$ cat config.mk
export PLATFORM = sky130hd
export DESIGN_NAME = est_sequencer
export DESIGN_NICKNAME = d
export VERILOG_FILES = /design/src/rtl/est_pkg.sv /design/src/rtl/btn_debounce.sv /design/src/rtl/est_sequencer.sv
export SDC_FILE = /design/constraint.sdc
export NUM_CORES = 1
export LEC_CHECK = 0
export BUFFER_PORTS_ARGS = -buffer_cell sky130_fd_sc_hd__buf_2
export CAP_MARGIN = 20
export CORE_ASPECT_RATIO = 2
export CORE_MARGIN = 5
export CORE_UTILIZATION = 61
export DETAILED_ROUTE_END_ITERATION = 8
export PLACE_DENSITY = 0.87
export REMOVE_ABC_BUFFERS = 1
export SLEW_MARGIN = 20
export SYNTH_ARGS = -nofsm -noshare
export SYNTH_HDL_FRONTEND = slang
export SYNTH_SLANG_ARGS = --single-unit
$ cat constraint.sdc
create_clock -name clk -period 2.2 [get_ports clk]
set_input_delay 0.11 -clock clk [delete_from_list [all_inputs] [get_ports clk]]
set_output_delay 0.11 -clock clk [all_outputs]
set_load 0.02 [all_outputs]
$ cat src/rtl/est_pkg.sv
`default_nettype none
// ============================================================================
//  Module      : est_pkg
//  Description : Shared definitions for the display-state sequencer and the
//                7-segment display FSM. Holds the state width, the four state
//                codes, the default debounce length and a helper that steps
//                a state one position forward or backward, modulo 4.
//  Revision    : 1.0 - initial release
// ============================================================================
package est_pkg;

    localparam int EST_W = 2;

    localparam logic [EST_W-1:0] EST_0 = 2'd0;
    localparam logic [EST_W-1:0] EST_1 = 2'd1;
    localparam logic [EST_W-1:0] EST_2 = 2'd2;
    localparam logic [EST_W-1:0] EST_3 = 2'd3;

    // 10 ms at 50 MHz
    localparam int DEB_CYCLES_DEF = 500000;

    // One step around the ring EST_0 -> EST_1 -> EST_2 -> EST_3 -> EST_0.
    // fwd=1 steps forward, fwd=0 steps backward.
    function automatic logic [EST_W-1:0] est_step(input logic [EST_W-1:0] cur,
                                                  input logic             fwd);
        logic [EST_W-1:0] nxt;
        unique case (cur)
            EST_0:   nxt = fwd ? EST_1 : EST_3;
            EST_1:   nxt = fwd ? EST_2 : EST_0;
            EST_2:   nxt = fwd ? EST_3 : EST_1;
            default: nxt = fwd ? EST_0 : EST_2;
        endcase
        return nxt;
    endfunction

endpackage
`default_nettype wire

$ cat src/rtl/btn_debounce.sv
`default_nettype none
// ============================================================================
//  Module      : btn_debounce
//  Description : Push-button conditioner. A 2-flop synchroniser feeds a
//                debounce counter; the debounced level only follows the
//                synchronised input after DEB_CYCLES consecutive cycles of
//                disagreement. A one-cycle press strobe marks each accepted
//                0->1 transition.
//  Ports       : clk     in  system clock
//                rest    in  asynchronous reset, active-low
//                btn_raw in  raw button, active-high, asynchronous to clk
//                press   out high in the cycle whose closing edge raises the
//                            debounced level
//  Parameters  : DEB_CYCLES  stable cycles needed to accept a level (>= 2)
//  Revision    : 1.0 - initial release
// ============================================================================
module btn_debounce #(
    parameter int DEB_CYCLES = 500000
) (
    input  logic clk,
    input  logic rest,
    input  logic btn_raw,
    output logic press
);

    localparam int               CNT_W    = $clog2(DEB_CYCLES + 1);
    localparam logic [CNT_W-1:0] CNT_LAST = CNT_W'(DEB_CYCLES - 1);

    logic             sync1_q;
    logic             sync2_q;
    logic             lvl_q;
    logic             lvl_d;
    logic [CNT_W-1:0] cnt_q;
    logic [CNT_W-1:0] cnt_d;
    logic             differ;
    logic             expire;

    assign differ = sync2_q ^ lvl_q;
    // Counter would reach DEB_CYCLES on this edge: accept the new level now.
    assign expire = differ && (cnt_q == CNT_LAST);
    // Combinational so the top level can step est on the same edge that
    // toggles the debounced level.
    assign press  = expire && !lvl_q;

    always_comb begin
        lvl_d = lvl_q;
        cnt_d = cnt_q + CNT_W'(1);
        if (!differ) begin
            cnt_d = '0;
        end else if (expire) begin
            cnt_d = '0;
            lvl_d = ~lvl_q;
        end
    end

    always_ff @(posedge clk or negedge rest) begin
        if (!rest) begin
            sync1_q <= 1'b0;
            sync2_q <= 1'b0;
            lvl_q   <= 1'b0;
            cnt_q   <= '0;
        end else begin
            sync1_q <= btn_raw;
            sync2_q <= sync1_q;
            lvl_q   <= lvl_d;
            cnt_q   <= cnt_d;
        end
    end

endmodule
`default_nettype wire

$ cat src/rtl/est_sequencer.sv
`default_nettype none
// ============================================================================
//  Module      : est_sequencer
//  Description : Mode selector for the 7-segment display FSM. Debounces two
//                push-buttons and steps the 2-bit display state est forward
//                (btn_next) or backward (btn_prev), modulo 4, with a
//                one-cycle est_chg strobe whenever est takes a new value.
//  Ports       : clk      in  system clock
//                rest     in  asynchronous reset, active-low
//                btn_next in  raw button: step est forward
//                btn_prev in  raw button: step est backward
//                est      out registered display state 0..3
//                est_chg  out high for the one cycle est shows a new value
//  Parameters  : DEB_CYCLES   debounce length in cycles (>= 2)
//                AUTO_CYCLES  auto-advance period (AUTO_ADVANCE_EN only)
//  Build macro : AUTO_ADVANCE_EN - when defined, est also advances by one
//                every AUTO_CYCLES cycles without button activity.
//  Revision    : 1.0 - initial release
// ============================================================================
module est_sequencer
    import est_pkg::*;
#(
    parameter int DEB_CYCLES  = DEB_CYCLES_DEF,
    parameter int AUTO_CYCLES = 50000000
) (
    input  logic             clk,
    input  logic             rest,
    input  logic             btn_next,
    input  logic             btn_prev,
    output logic [EST_W-1:0] est,
    output logic             est_chg
);

    logic             next_press;
    logic             prev_press;
    logic             any_press;
    logic             auto_tick;
    logic [EST_W-1:0] est_q;
    logic [EST_W-1:0] est_d;
    logic             est_chg_q;
    logic             est_chg_d;

    btn_debounce #(.DEB_CYCLES(DEB_CYCLES)) u_deb_next (
        .clk     (clk),
        .rest    (rest),
        .btn_raw (btn_next),
        .press   (next_press)
    );

    btn_debounce #(.DEB_CYCLES(DEB_CYCLES)) u_deb_prev (
        .clk     (clk),
        .rest    (rest),
        .btn_raw (btn_prev),
        .press   (prev_press)
    );

    // Simultaneous presses still count as activity: they cancel each other
    // but also swallow and restart any pending auto tick.
    assign any_press = next_press || prev_press;

`ifdef AUTO_ADVANCE_EN
    localparam int                AUTO_W    = (AUTO_CYCLES > 1) ? $clog2(AUTO_CYCLES) : 1;
    localparam logic [AUTO_W-1:0] AUTO_LAST = AUTO_W'(AUTO_CYCLES - 1);

    logic [AUTO_W-1:0] auto_q;
    logic [AUTO_W-1:0] auto_d;

    assign auto_tick = (auto_q == AUTO_LAST);

    always_comb begin
        auto_d = auto_q + AUTO_W'(1);
        if (any_press || auto_tick) begin
            auto_d = '0;
        end
    end

    always_ff @(posedge clk or negedge rest) begin
        if (!rest) begin
            auto_q <= '0;
        end else begin
            auto_q <= auto_d;
        end
    end
`else
    assign auto_tick = 1'b0;

    // AUTO_CYCLES has no effect in this build.
    if (AUTO_CYCLES < 0) begin : g_auto_unused
    end
`endif

    always_comb begin
        est_d = est_q;
        if (next_press != prev_press) begin
            est_d = est_step(est_q, next_press);
        end else if (!any_press && auto_tick) begin
            est_d = est_step(est_q, 1'b1);
        end
        est_chg_d = (est_d != est_q);
    end

    always_ff @(posedge clk or negedge rest) begin
        if (!rest) begin
            est_q     <= EST_0;
            est_chg_q <= 1'b0;
        end else begin
            est_q     <= est_d;
            est_chg_q <= est_chg_d;
        end
    end

    assign est     = est_q;
    assign est_chg = est_chg_q;

endmodule
`default_nettype wire

* Yosys cells after proc, flatten, opt, wreduce, memory -nomap -nowiden
Cells that the tools add are included.
Operators by class: muxes and demuxes 10, add/subtract/negate cells 2, bitwise gates (word level) 4, eq/ne operators 6, reductions and logical operators 9
Operator list (number):
- $mux 19 | 4
- $add 19x1->19 const B | 2
- $eq 19x19->1 const B | 2
- $mux 2 | 5
- $pmux 2 s3 | 1
- $logic_and 1x1->1 | 4
- $reduce_and 2->1 | 2
- $eq 2x1->1 const B | 1
- $eq 2x2->1 const B | 1
- $logic_not 1->1 | 2
- $logic_not 2->1 | 1
- $ne 2x2->1 | 1
- $not 1->1 | 2
- $xor 1x1->1 | 2
- $ne 1x1->1 | 1
Word-level totals: input port bits 4, output and inout port bits 3, flip-flop bits (word level) 47, word-level logic and storage cells 41

* Depth between registers and ports, before layout
Gate-level depths: netlist of the first run.
depth after elaboration 7, depth in mapped cells 8, mapped depth without buffers 6

* Cells and area by module
Synthesis of the first run repeated with hierarchy kept, for this count alone.
Unflattened totals: cells, all modules 213, area total of the unflattened synthesis 2337.2 sq um
Modules (own cells, without submodules):
- btn_debounce | cells an instance 102, seq. area each 550.5 sq um, instances 2, area an instance 1108.6 sq um
- est_sequencer | cells an instance 9, seq. area each 75.1 sq um, instances 1, area an instance 120.1 sq um

* Worst setup path before layout of the first run
OpenSTA, ideal clock, no wires.
kind register to register, start point reg u_deb_next.cnt_q[14], end point reg u_deb_next.cnt_q[10], arrival time 1.767 ns, required time 2.081 ns, period minus slack after synthesis 1.886 ns, path slack 0.314 ns, setup time 0.119 ns, stages on the path, launching flop included 7, path buffers 1, cell sequence dfrtp_1 or4_4 nor4_4 and2_1 o21bai_4 buf_6 nor2_1
On the way: cells in the longest elaborated chain, start to end 4
Ends and longest elaborated chain:
- from (decl) | RTL line btn_debounce.sv:33 | logic [CNT_W-1:0] cnt_q;
- from (signal assigned) | RTL line btn_debounce.sv:66 | cnt_q <= cnt_d;
- $eq 19x19->1 | RTL line btn_debounce.sv:40 | assign expire = differ && (cnt_q == CNT_LAST);
- $logic_and 1x1->1 | RTL line btn_debounce.sv:40
- $mux 19 | RTL line btn_debounce.sv:50 | end else if (expire) begin
- $mux 19 | RTL line btn_debounce.sv:48 | if (!differ) begin
- via u_deb_next.cnt_d[10] | RTL line btn_debounce.sv:34 | logic [CNT_W-1:0] cnt_d;
The timed path passes the listed nets, and every way through them passes these cells. A chain may end at the register's enable or synchronous reset.

* Final worst setup path of the first run
start point reg u_deb_next.cnt_q[14], end point reg u_deb_next.cnt_q[12]
The elaborated chain is that of the path after synthesis.

==> impl_metrics.ini, run 1 <==
[global_routing]
overflow = 0
grt_pass1_vias = 1804
grt.total_usage = 0.192
grt_pass1_wl_mm = 7.56
antenna_found_initial = 0
grt_max_degree = 28

[worst_setup_path]
crit_cells = 5
cp-end-kind = flip-flop
path_buf_inv = 0
critical_path.slowest_cell = or4_4
worstPathCellList = or4_4, nor4_4, and2_1, o21bai_4, nor2_1
cpLargestDelayFamily = simple AND/OR/NAND/NOR gates
r2r_setup_slack_ns = 0.22
worst-r2r-cell-count = 5
r2r_end = u_deb_next.cnt_q[12]$_DFF_PN0_
crit_end = u_deb_next.cnt_q[12]$_DFF_PN0_
start_kind = flip-flop
worstPathMaxFanout = 19
worstReg2RegStart = u_deb_next.cnt_q[14]$_DFF_PN0_
max_stage_delay_ns = 0.56
crit_arrival_ns = 2.14
startpoint = u_deb_next.cnt_q[14]$_DFF_PN0_
cp.required_ns = 2.36
worstSetupPathType = reg2reg

[timing]
fin_crit_sh = 0.900
final_hold_viol_count = 0
worst_pin_slew_ns = 0.452
setup_violations = 0
fmax_ghz = 0.505
min_period_ns = 1.98
fin_skew_ns = 0.00771
slew_headroom = 0.699
rsz0062_at_grt = false
slew_violations = 0
fin_setup_tns_ns = 0

[clock_network]
clkTransAtPathRegs_ns = 0.08
cts_root_buffer = clkbuf_8
post_cts_buffers = 0
cts_buffers = 5
clockBufferDepth = 2
holdBufCountCts = 3
cts_num_sinks = 47
cts_tree = done
cts_resized = 0
clk_latency_ns = 0.30
ctsHtreeMaxLevel = 2

[run]
drv_cap = 0

[floorplanning]
die_h_um = 97.0
die_x_um = 53.5
die_area_um2 = 5190
coreArea_um2 = 3650
initial_core_util = 0.633
std_cell_rows = 31
ioPinCount = 7

[final_layout]
syn_to_final_growth_pct = 7.97
fillerInstances = 320
drive_gt1_frac = 0.109
fin_nets = 245
multi_input_comb_area_um2 = 1080
regArea_um2 = 1180
antenna_cells = 0

[logic_synthesis]
yosys.area.top_type_share = 0.510
synth_area_um2 = 2310
ys_ff_latch = 47
seq_area_frac_synth = 0.510
synth_area_leaders = dfrtp_1, nor2_1, xnor2_1, xor2_1, nand3_1
ys.flop_type = dfrtp_1
synthArstFlopShare = 1.00
synth-edff-count = 0
ys_warn_count = 0
syn_inst = 228
synth_cell_types = 36
syn_avg_cell_area_um2 = 10.1
synth_top_cell_by_area = dfrtp_1

[route]
drt_iter0_markers = 37
drtPass1Iterations = 4
wl_per_cell_um = 14.5
num_vias = 1649
antenna_left = 0
viasPerCell = 5.73
drcViolationCount = 0
routed_wl_mm = 4.18

[placement]
place_hpwl_mm = 3.01
gp_congestion = 0.862
portBuffers = 6

[pwr]
p_total_uw = 1460
p_per_area_nw_per_um2 = 585
irDropWorstVdd_mv = 0.630
leakagePower_uw = 0.00105

[min_path]
hold_class = in2async

[outcome]
status = finished clean
routing by layer:
layer	vias to the layer above	GRT usage	wire length (um)
li1	785	-	-
met1	809	0.201	1590
met2	43	0.335	2320
met3	12	0.0385	141
met4	0	0.104	131
met5	-	0	0
worst register-to-register path, delay by kind of cell (launching register included):
kind | cells | cell delay [ns]
AND/OR/NAND/NOR | 4 | 1.19
flip-flops | 1 | 0.42
AO/OA/AOI/OAI | 1 | 0.24
power by group:
part | internal (uW) | switching, uW | leakage (uW)
logic | 19.2 | 38.2 | 0.000359
registers | 876 | 11.1 | 0.000643
clock network | 247 | 267 | 0.0000470
how the worst min path moves through the flow:
| stage | endpoint | cells past startpoint |
|---|---|---|
| after CTS | u_deb_prev.sync2_q$_DFF_PN0_ | 2 |
| after global routing | u_deb_prev.sync1_q$_DFF_PN0_ | 2 |
| after floorplan | est[0]$_DFF_PN0_ | 0 |
| final | u_deb_prev.sync1_q$_DFF_PN0_ | 2 |
| after detailed placement | u_deb_prev.cnt_q[2]$_DFF_PN0_ | 1 |
| after global placement | u_deb_prev.cnt_q[2]$_DFF_PN0_ | 1 |
area by class of cell:
cell class / instances / area share
flip-flops and latches: 47 / 0.472
inverters: 6 / 0.00904
clock buffers: 6 / 0.0331
clock inverters: 1 / 0.00201
repair buffers: 10 / 0.0271
multi-input cells: 169 / 0.432
well taps: 49 / 0.0246
synthesized netlist by cell type (2+ instances only):
cell and instances:
and3_1 2, nand4b_1 2, nand3_1 14, nor4_1 4, and4_1 4, xor2_1 17
mux2_2 2, nor2_1 52, nor4b_1 4, ha_1 2, nor3_1 4, buf_2 2
nand2_1 12, xnor2_1 21, dfrtp_1 47, nand4_1 10, or2_2 2, inv_1 6
clkbuf_1 3, and2_1 2
cells by family after synthesis:
logic type      count (synthesis)  synth area share
mux                             2           0.00976
compound gates                  2            0.0108
fa+ha+maj                       2            0.0108
xor+xnor                       38             0.144
flops                          47             0.510
simple gates                  125             0.291
buf+inv                        12            0.0239
stage by stage:
stage                      util  cells  hold WS [ns]  setup WS [ns]  cell area, um2
after CTS                 0.683    288         0.295          0.206            2490
after global routing      0.683    288         0.323          0.106            2490
after global placement    0.651    278        0.0770          0.272            2370
final                     0.683    288         0.290          0.221            2490
after detailed placement  0.651    278        0.0840          0.213            2370
after floorplan               -    222        -0.186          0.352            2270
layout by cell type, fill, tap and decap left out, types with 6 or more instances in the layout:
master / instances
xor2_1: 17
nand2_1: 12
xnor2_1: 21
dfrtp_1: 47
nand4_1: 10
buf_2: 6
nor2_1: 52
clkbuf_8: 6
nand3_1: 14
inv_1: 6
No activity file was read; power rests on OpenSTA's default activity.
==> run 2, diff against run 1 <==
Settings changed: CORE_UTILIZATION 61 to 30, PLACE_DENSITY 0.87 to 0.53, SYNTH_HIERARCHICAL from default to 1.
==> run 2 against run 1 <==
Compared with the run above: routed wire length increased by 27%; hold slack gained 0.069 ns; non-clock buffer count grew 36; global-route usage is 6.9 points lower; sequential share of layout area shrank 7.4 points.
==> impl_metrics.ini, run 2 <==
[pwr]
irDropWorstVdd_mv = 0.374
leakagePower_uw = 0.00129
p_per_area_nw_per_um2 = 622
p_total_uw = 1840

[logic_synthesis]
yosysMostFrequentCell = dfrtp_1
synth_area_leaders = dfrtp_1, xor2_1, xnor2_1, nor2_1, nand4_1
synth_top_cell_by_area = dfrtp_1
ys_warn_count = 6
ys.flop_type = dfrtp_1
seq_area_frac_synth = 0.503
synthTopCellsByCount = dfrtp_1, nor2_1, xor2_1
synth_area_um2 = 2340
syn_avg_cell_area_um2 = 11.0
synth-edff-count = 0
yosys.area.top_type_share = 0.503
synth_cell_types = 32
syn_inst = 213
synthArstFlopShare = 1.00
ys_ff_latch = 47

[final_layout]
fin_cells = 355
fin_nets = 266
final_cell_mix = dfrtp_1, buf_4, nor2_1, xor2_1, xnor2_1
antenna_cells = 0
drive_gt1_frac = 0.276
syn_to_final_growth_pct = 26.4
layout_commonest_cell = dfrtp_1

[clock_network]
cts_root_buffer = clkbuf_16
clockBufferDepth = 2
cts_num_sinks = 47
cts_buffers = 5
cts_tree = done
ctsHtreeMaxLevel = 2
clk_latency_ns = 0.29
clkTransAtPathRegs_ns = 0.06

[floorplanning]
std_cell_rows = 45
ioPinCount = 7
coreArea_um2 = 7600
die_h_um = 135
die_area_um2 = 9760
die_x_um = 72.4
initial_core_util = 0.307

[worst_setup_path]
cpLargestDelayFamily = simple AND/OR/NAND/NOR gates
worstReg2RegStart = u_deb_prev/cnt_q[14]$_DFF_PN0_
start_kind = flip-flop
crit_cells = 7
critical_path.slowest_cell = or4_4
r2r_setup_slack_ns = 0.09
crit_arrival_ns = 2.29
max_stage_delay_ns = 0.56
r2r_end = est[1]$_DFF_PN0_
worstPathMaxFanout = 3
worstPathCellList = nor4_4, nand2_2, or4_4, nor3b_4, nor3b_1, a21oi_1, xnor2_1
cp.required_ns = 2.38
cp-end-kind = flip-flop
worstSetupPathType = reg2reg
worst-r2r-cell-count = 7
path_buf_inv = 0

[outcome]
status = finished clean

[global_routing]
overflow = 0
grt_pass1_vias = 1848
grt.total_usage = 0.123
grt_max_degree = 48
antenna_found_initial = 0
grt_pass1_wl_mm = 9.15

[route]
viasPerCell = 4.87
drtPass1Iterations = 4
num_vias = 1730
routed_wl_mm = 5.30
wl_per_cell_um = 14.9
drcViolationCount = 0
drt_iter0_markers = 69
antenna_left = 0

[timing]
fin_skew_ns = 0.00287
final_hold_viol_count = 0
holdWs_ns = 0.359
fmax_ghz = 0.474
min_period_ns = 2.11
setup_violations = 0
worst_pin_slew_ns = 0.603
slew_violations = 0
rsz0062_at_grt = false
slew_headroom = 0.598
fin_crit_sh = 0.958

[placement]
place_hpwl_mm = 3.95
place_inst = 344
gp_congestion = 0.782
portBuffers = 6

[min_path]
hold_class = reg2reg
min_from = u_deb_next/sync1_q$_DFF_PN0_
min_to = u_deb_next/sync2_q$_DFF_PN0_
whs_path_depth = 0

[run]
drv_cap = 0
[run 2: how the worst max path moves through the flow]
| stage | slack (ns) | end | from |
|---|---|---|---|
| 2_1_floorplan | 0.0002 | est[1]$_DFF_PN0_ | u_deb_prev/cnt_q[11]$_DFF_PN0_ |
| 3_3_place_gp | -0.009 | est[1]$_DFF_PN0_ | u_deb_prev/cnt_q[14]$_DFF_PN0_ |
| 3_5_place_dp | -0.04 | est[1]$_DFF_PN0_ | u_deb_prev/cnt_q[14]$_DFF_PN0_ |
| 4_1_cts | 0.02 | est[1]$_DFF_PN0_ | u_deb_next/cnt_q[9]$_DFF_PN0_ |
| 5_1_grt | 0.01 | est[1]$_DFF_PN0_ | u_deb_prev/cnt_q[14]$_DFF_PN0_ |
| 6_report | 0.09 | est[1]$_DFF_PN0_ | u_deb_prev/cnt_q[14]$_DFF_PN0_ |
[run 2: power breakdown]
| part | leakage [uW] | internal (uW) | total (uW) | switching (uW) |
|---|---|---|---|---|
| logic | 0.000564 | 26.3 | 64.7 | 38.3 |
| clock network | 0.0000868 | 565 | 884 | 320 |
| registers | 0.000643 | 877 | 889 | 12.4 |
[run 2: timing repair]
item,4_1_cts,5_1_grt
buffers inserted,0,0
hold buffers,3,0
endpoints found under the hold margin,49,0
pin swaps,1,4
resized for setup,2,3
endpoints found under the setup margin,2,2
[run 2: kinds of logic after synthesis]
family	count (synthesis)	share of synthesized area
adder cells (fa/ha/maj)	2	0.0107
multiplexers	2	0.0128
XOR/XNOR	33	0.124
flip-flops	47	0.503
buffers and inverters	6	0.0171
AND/OR/NAND/NOR	108	0.277
AO/OA/AOI/OAI	15	0.0557
[run 2: layout make-up]
cell class / count / area, um2
clock buffer: 6 / 139
clock inverter: 2 / 35.0
fill: 759 / 4650
multi-input combinational: 160 / 1150
sequential: 47 / 1180
tap: 94 / 118
timing repair buffer: 46 / 338
[run 2: metrics by stage]
step                setup slack [ns]   util  setup TNS [ns]  instance area, um2
global route                  0.0116  0.389               0                2950
CTS                           0.0175  0.386               0                2940
detailed placement           -0.0357  0.358         -0.0357                2720
finish                        0.0919  0.389               0                2950
floorplan                   0.000171      -               0                2300
global placement            -0.00933  0.358        -0.00933                2720
[run 2: routing by layer]
layer  vias to the layer above  global-route usage  wire, um
li1                        848                   -         -
met1                       864               0.118      1870
met2                        12               0.241      3200
met3                         6              0.0224       111
met4                         0              0.0585       123
met5                         -                   0         0
==> run 3, diff against run 2 <==
Settings changed: CORE_ASPECT_RATIO 2 to default, CORE_MARGIN 5 to 10.
==> run 3 against run 2 <==
Compared with the run above: hold slack got worse by 0.19 ns; first-iteration DRC count fell by 59%; global-route usage fell by 3.7 points; critical path depth rose by 1; sequential power barely moved; final cell count rose by 0.56%; routed wire length fell by 11%; die area rose by 20%; clock power fell by 40%; cell area fell by 3.9%; critical path type unchanged; largest cell class unchanged; largest power group unchanged.
==> impl_metrics.ini, run 3 (synthesized netlist as in run 2, its figures left out) <==
[outcome]
status = finished clean

[global_routing]
grt_max_degree = 26
overflow = 0
grt.total_usage = 0.0863
grt_pass1_vias = 1708
antenna_found_initial = 0
grt_pass1_wl_mm = 8.11

[worst_setup_path]
worstSetupPathType = reg2reg
critical_path.slowest_cell = or4_4
startpoint = u_deb_next/cnt_q[0]$_DFF_PN0_
crit_arrival_ns = 2.25
start_kind = flip-flop
worstReg2RegStart = u_deb_next/cnt_q[0]$_DFF_PN0_
worstPathMaxFanout = 4
worstPathCellList = ha_2, nand3_2, or4_4, nor3b_2, buf_4, nor2b_2, a21oi_1, xnor2_1
cp-end-kind = flip-flop
max_stage_delay_ns = 0.57
cp.required_ns = 2.39

[timing]
holdWs_ns = 0.174
fin_skew_ns = 0.00867
slew_violations = 0
setup_violations = 0
fmax_ghz = 0.484
slew_headroom = 0.776
final_hold_viol_count = 0
worst_pin_slew_ns = 0.333
fin_crit_sh = 0.939
min_period_ns = 2.07

[floorplanning]
std_cell_rows = 32
die_x_um = 108
die_area_um2 = 11700
ioPinCount = 7
coreArea_um2 = 7650
initial_core_util = 0.306
die_h_um = 108

[route]
routed_wl_mm = 4.73
drt_iter0_markers = 28
drcViolationCount = 0
antenna_left = 0
viasPerCell = 4.73
num_vias = 1690
wl_per_cell_um = 13.3
drtPass1Iterations = 4

[pwr]
leakagePower_uw = 0.00123
clkPwrFrac = 0.358
swShare = 0.225
p_per_area_nw_per_um2 = 521
intPower_uw = 1150
irDropWorstVdd_mv = 0.374
comb_power_share = 0.043
p_switching_uw = 333
power_frac_seq = 0.599

[placement]
portBuffers = 6
place_inst = 347
gp_congestion = 0.756
place_hpwl_mm = 3.39

[clock_network]
cts_num_sinks = 47
ctsHtreeMaxLevel = 2
post_cts_buffers = 0
cts_root_buffer = clkbuf_8
clk_latency_ns = 0.30
cts_tree = done
clockBufferDepth = 2
clkTransAtPathRegs_ns = 0.08
cts_buffers = 5

[run]
drv_cap = 0

[final_layout]
multi_input_comb_area_um2 = 1150
fin_nets = 261
final_cell_mix = dfrtp_1, buf_4, nor2_1, xor2_1, xnor2_1
layout_commonest_cell = dfrtp_1
regArea_um2 = 1180
drive_gt1_frac = 0.271
fillerInstances = 770
fin_cells = 357
antenna_cells = 0
syn_to_final_growth_pct = 21.5

[min_path]
hold_class = in2async
==> run 3: stage by stage <==
stage / setup slack [ns] / TNS (ns) / util / cell area [um2] / power [uW]
finish: 0.134 / 0 / 0.371 / 2840 / 1480
global route: -0.0152 / -0.0152 / 0.371 / 2840 / 1550
CTS: 0.00439 / 0 / 0.368 / 2810 / 1510
detailed placement: 0.0294 / 0 / 0.352 / 2700 / 966
global placement: 0.0412 / 0 / 0.352 / 2700 / 965
floorplan: 0.000171 / 0 / - / 2300 / 928
==> run 3: timing repair <==
action | in CTS | in global routing
resized for setup | 0 | 6
hold buffers | 3 | 0
endpoints found under the hold margin | 49 | 0
setup endpoints to repair | 0 | 2
==> run 3: final cells by class <==
cell class,instances,area share
clock buffer,6,0.0291
clock inverter,1,0.00176
multi-input combinational,160,0.404
sequential,47,0.414
tap,102,0.0449
timing repair buffer,41,0.106
==> run 3: worst max-delay path, delay by kind of cell (launching register included) <==
kind,cells,cell delay [ns]
AO/OA/AOI/OAI,1,0.08
buffers and inverters,1,0.16
AND/OR/NAND/NOR,4,0.96
flip-flops,1,0.39
XOR/XNOR,1,0.13
adder cells (fa/ha/maj),1,0.23
==> run 3: worst paths after layout <==
path,to,slack (ns),cells past startpoint
min,u_deb_prev/cnt_q[9]$_DFF_PN0_,0.17,2
min in group clk,u_deb_prev/sync2_q$_DFF_PN0_,0.35,0
max reg2reg,est[1]$_DFF_PN0_,0.13,8
max in group asynchronous,u_deb_next/cnt_q[4]$_DFF_PN0_,1.47,3
min reg2reg,u_deb_prev/sync2_q$_DFF_PN0_,0.35,0
max,est[1]$_DFF_PN0_,0.13,8
==> run 3: power by group through the flow <==
stage                     Combinational (uW)  Clock [uW]  Sequential (uW)
after floorplan                         25.9           0              902
after global placement                  61.0           0              904
after detailed placement                61.9           0              904
after CTS                               66.3         556              887
after global routing                    73.8         586              889
final                                   63.3         530              887
==> run 3: metal layers <==
metal  part of all wire  track usage  vias up
met5                  0            0        -
met4             0.0097       0.0254        0
met3              0.034       0.0309        6
met2               0.48        0.134       14
met1               0.48        0.110      839
li1                   -            -      831
